[config.mk]
export PLATFORM = sky130hd
export DESIGN_NAME = trap_ctrl
export DESIGN_NICKNAME = d
export VERILOG_FILES = /design/src/rtl/trap_ctrl.sv
export SDC_FILE = /design/constraint.sdc
export NUM_CORES = 1
export LEC_CHECK = 0
export BUFFER_PORTS_ARGS = -buffer_cell sky130_fd_sc_hd__buf_2
export CAP_MARGIN = 20
export CORE_UTILIZATION = 39
export DETAILED_ROUTE_END_ITERATION = 12
export MAX_ROUTING_LAYER = met4
export PLACE_DENSITY = 0.86
export SYNTH_ARGS = -nofsm -noshare
export SYNTH_HDL_FRONTEND = slang
export SYNTH_SLANG_ARGS = --single-unit
[constraint.sdc]
create_clock -name clk -period 4.3 [get_ports clk]
set_input_delay 0.86 -clock clk [delete_from_list [all_inputs] [get_ports clk]]
set_output_delay 0.86 -clock clk [all_outputs]
set_load 0.02 [all_outputs]
[src/rtl/trap_ctrl.sv]
// Machine-mode trap controller: synchronizes interrupt lines into mip, arbitrates
// exceptions against interrupts, and sequences trap entry / handler / mret.
module trap_ctrl #(
  parameter int unsigned SYNC_STAGES = 2
) (
  input  logic        clk,
  input  logic        rst,
  input  logic        ext_irq,
  input  logic        tmr_irq,
  input  logic        sw_irq,
  input  logic        exc_valid,
  input  logic [4:0]  exc_code,
  input  logic        inst_boundary,
  input  logic        trap_finish,
  input  logic [31:0] mie,
  input  logic        irq_en,
  output logic [31:0] mip,
  output logic [31:0] trap_cause,
  output logic        trap_pending,
  output logic        in_trap
);

  localparam int unsigned XLEN    = 32;
  localparam int unsigned CODE_W  = 5;
  localparam int unsigned MEI_BIT = 11;
  localparam int unsigned MTI_BIT = 7;
  localparam int unsigned MSI_BIT = 3;

  typedef enum logic [1:0] {
    IDLE    = 2'd0,
    ENTER   = 2'd1,
    IN_TRAP = 2'd2
  } state_t;

  state_t                 state;
  logic [SYNC_STAGES-1:0] ext_sync;
  logic [SYNC_STAGES-1:0] tmr_sync;
  logic [SYNC_STAGES-1:0] sw_sync;
  logic [XLEN-1:0]        pend;
  logic                   irq_req;
  logic [CODE_W-1:0]      irq_code;
  logic [XLEN-1:0]        exc_cause;
  logic [XLEN-1:0]        irq_cause;

  // Interrupt level synchronizers; mip is driven straight from the last stage.
  always_ff @(posedge clk) begin
    if (rst) begin
      ext_sync <= '0;
      tmr_sync <= '0;
      sw_sync  <= '0;
    end else begin
      ext_sync <= {ext_sync[SYNC_STAGES-2:0], ext_irq};
      tmr_sync <= {tmr_sync[SYNC_STAGES-2:0], tmr_irq};
      sw_sync  <= {sw_sync[SYNC_STAGES-2:0],  sw_irq};
    end
  end

  always_comb begin
    mip          = '0;
    mip[MEI_BIT] = ext_sync[SYNC_STAGES-1];
    mip[MTI_BIT] = tmr_sync[SYNC_STAGES-1];
    mip[MSI_BIT] = sw_sync[SYNC_STAGES-1];
  end

  assign pend    = mip & mie;
  assign irq_req = irq_en & (|pend);

  // Fixed interrupt priority: external, then software, then timer.
  always_comb begin
    irq_code = CODE_W'(MTI_BIT);
    if (pend[MEI_BIT]) begin
      irq_code = CODE_W'(MEI_BIT);
    end else if (pend[MSI_BIT]) begin
      irq_code = CODE_W'(MSI_BIT);
    end
  end

  assign exc_cause = {1'b0, 26'b0, exc_code};
  assign irq_cause = {1'b1, 26'b0, irq_code};

  // Trap sequencing; trap_pending and in_trap track ENTER and IN_TRAP exactly.
  always_ff @(posedge clk) begin
    if (rst) begin
      state        <= IDLE;
      trap_cause   <= '0;
      trap_pending <= 1'b0;
      in_trap      <= 1'b0;
    end else begin
      trap_pending <= 1'b0;
      case (state)
        IDLE: begin
          in_trap <= 1'b0;
          if (exc_valid) begin
            state        <= ENTER;
            trap_cause   <= exc_cause;
            trap_pending <= 1'b1;
          end else if (irq_req && inst_boundary) begin
            state        <= ENTER;
            trap_cause   <= irq_cause;
            trap_pending <= 1'b1;
          end
        end
        ENTER: begin
          state   <= IN_TRAP;
          in_trap <= 1'b1;
        end
        IN_TRAP: begin
          if (exc_valid) begin
            state        <= ENTER;
            trap_cause   <= exc_cause;
            trap_pending <= 1'b1;
            in_trap      <= 1'b0;
          end else if (trap_finish) begin
            state   <= IDLE;
            in_trap <= 1'b0;
          end else begin
            in_trap <= 1'b1;
          end
        end
        default: begin
          state   <= IDLE;
          in_trap <= 1'b0;
        end
      endcase
    end
  end

endmodule
==> qor_table.md <==
| Item | Value | Unit |
|:---|:---|:---|
| Via count of the first global-routing pass | 601 | - |
| Number of H-tree levels | 1 | - |
| Period minus WS final | 1.94 | ns |
| Post-route clock period utilization | 0.452 | - |
| Count of vias placed by the detailed router | 742 | - |
| Horizontal extent of the die | 56.3 | um |
| Final nets | 211 | - |
| Post-cts repair resize count | 0 | - |
| Final hold viol count | 0 | - |
| Sequential element share of the synthesized area | 0.279 | - |
| Most common cell after layout, fill and taps aside | sky130_fd_sc_hd__conb_1 | - |
| Leakage power figure | 0.000579 | uW |
| Hold slack | 0.443 | ns |
| Wirelength per Cell | 8.81 | um |
| Buffer depth of the longest clock path | 2 | - |
| Pwr Density | 387 | nW/um^2 |
| Number of stages on the worst hold path | 1 | - |
| Critical Setup Path Class | flip-flop to flip-flop | - |
| Pre-antenna DRT Iters | 2 | - |
| Least-Margin Pin Slew | 0.759 | ns |
| RSZ-0062 raised after global routing | no | - |
| Detail Placement HPWL | 1310 | um |
| Layout cells sized above 1 | 0.214 | - |
| Total standard cell area after synthesis | 1150 | um^2 |
| Die outline height | 56.3 | um |
| Maximum number of pins on one net before global-route repair | 17 | - |
| Worst-case reg-to-reg path depth | 6 | - |
| Placed standard-cell area | 1070 | um^2 |
| Diodes inserted | 0 | - |
| Initial DRC Count | 25 | - |
| Post-CTS setup buffer count | 0 | - |
| Number of antenna violations at the first check in global routing | 0 | - |
| Run status | complete, no violations | - |
| Clock edge transition at the registers on the reported setup and hold paths | 0.09 | ns |
| Die area | 3170 | um^2 |
| Buffer cell driving the clock tree root | sky130_fd_sc_hd__clkbuf_4 | - |
| Std-Cell Rows | 19 | - |
| Clock tree from TritonCTS | built | - |
| Number of instances in the synthesized netlist | 135 | - |
| Max rail drop VDD | 0.209 | mV |
| Count of distinct cell types in the synthesized netlist | 25 | - |
| Maximum operating frequency | 515 | MHz |
| Data arrival, critical path | 2.12 | ns |
| Final max-slew violation count | 0 | - |
| Crit path launch type | flip-flop | - |
| Worst clock skew | 0.00197 | ns |
| Top-level I/O count | 112 | - |
| GRT Resource Usage Total | 0.103 | - |
| Area grow syn2layout | -3.92 | % |
| Average cell area after synthesis | 8.52 | um^2 |
| Clk Latency, worst-skew pair | 0.29 | ns |
| Setup crit end kind | flip-flop | - |
| Mean number of vias per cell | 3.91 | - |
| Max-cap violations | 0 | - |
| Number of clock sinks seen by CTS | 16 | - |
| Final setup violation count | 0 | - |
| Sum of routed wire length over all layers | 1670 | um |
| Remaining antenna violation count after routing | 0 | - |
| PortBufs | 27 | - |
| Floorplan core area | 2780 | um^2 |
| Starting density of the core | 0.413 | - |
| Utilization after layout | 0.397 | - |
| Routability congestion estimate | 0.751 | - |
| YS warnings | 0 | - |
| Yosys reg bits | 16 | - |
| Sum of negative setup slack | 0 | ns |
| Post-route DRC | 0 | - |
| Number of hold-repair buffers added at the cts stage | 0 | - |
| Crit Path Max Fanout | 11 | - |
| Wire length of the first global-routing pass | 2480 | um |
| Design Area, Final | 1100 | um^2 |
| Max-slew headroom at the worst pin | 0.493 | - |
| Type of the most critical hold path | flip-flop to flip-flop | - |
| Commonest non-fill, non-tap cells in the layout | sky130_fd_sc_hd__conb_1 (55), sky130_fd_sc_hd__buf_2 (27), sky130_fd_sc_hd__dfxtp_1 (16) | - |
| Grt total ovfl | 0 | - |
| Total CTS buffers | 3 | - |
| Data required time of the critical path | 4.48 | ns |
## cells by family after synthesis
logic type / share of synthesized area
compound gates: 0.108
fa+ha+maj: 0.0544
buf+inv: 0.405
flops: 0.279
mux: 0.0174
other cells: 0.00326
simple gates: 0.134
## final timing paths
path,from,end,slack [ns]
max,state[0],trap_cause[31],2.36
min,tmr_sync[0],tmr_sync[1],0.44
max reg2reg,state[0],trap_cause[31],2.36
min reg2reg,tmr_sync[0],tmr_sync[1],0.44
## where the power goes
part | switching [uW] | leakage (uW) | internal (uW) | total (uW)
clock | 48.9 | 0.0000210 | 51.6 | 101
sequential | 9.24 | 0.000132 | 165 | 174
combinational | 108 | 0.000426 | 44.8 | 152
total | 166 | 0.000579 | 262 | 427
## routing by layer
metal | routed length (um) | global-route usage | vias to the layer above | part of all wire
li1 | - | - | 369 | -
met1 | 673 | 0.117 | 321 | 0.40
met2 | 858 | 0.173 | 47 | 0.51
met3 | 104 | 0.00691 | 5 | 0.062
met4 | 37 | 0.0662 | 0 | 0.022
met5 | 0 | - | - | 0
## final cells by class
cell class	instances	area (um^2)
Fill cell	323	1680
Clock buffer	4	36.3
Inverter	2	7.51
Sequential cell	16	320
Multi-Input combinational cell	110	567
Timing Repair Buffer	27	135
Tap cell	31	38.8
## critical path, cell delays in order (launching register included)
cell and delay, ns:
sky130_fd_sc_hd__dfxtp_1 0.39, sky130_fd_sc_hd__inv_1 0.10, sky130_fd_sc_hd__ha_1 0.27, sky130_fd_sc_hd__mux2i_1 0.15
sky130_fd_sc_hd__a211oi_2 0.61, sky130_fd_sc_hd__mux2i_1 0.26, sky130_fd_sc_hd__nor2_1 0.05
## cell usage after synthesis, drive strengths merged
cell    number  area [um^2]
a211oi       4         35.0
a21o         2         15.0
a21oi        8         40.0
a22oi        1         7.51
a311oi       1         15.0
a31oi        1         6.26
buf         60          454
clkbuf       1         3.75
conb         1         3.75
dfxtp       16          320
ha           5         62.6
inv          2         7.51
mux2i        2         20.0
nand2        3         11.3
nand2b       1         6.26
nand3        3         15.0
nand3b       1         7.51
nor2        11         43.8
nor2b        8         50.1
nor3         1         5.00
nor3b        2         15.0
o21ai        1         5.00
## metrics by stage
stage / setup WS [ns] / std cells / power, uW
6_report: 2.36 / 190 / 427
5_1_grt: 2.11 / 190 / 452
4_1_cts: 2.34 / 190 / 432
3_5_place_dp: 2.08 / 186 / 331
3_3_place_gp: 2.12 / 186 / 325
2_1_floorplan: 2.52 / 189 / 342
## flip-flops by register name, summed over array words and instances (netlist names)
register	cells
sw_sync	2
in_trap	1
trap_pending	1
state	2
ext_sync	2
trap_cause	6
tmr_sync	2
No activity file was read; power rests on OpenSTA's default activity.
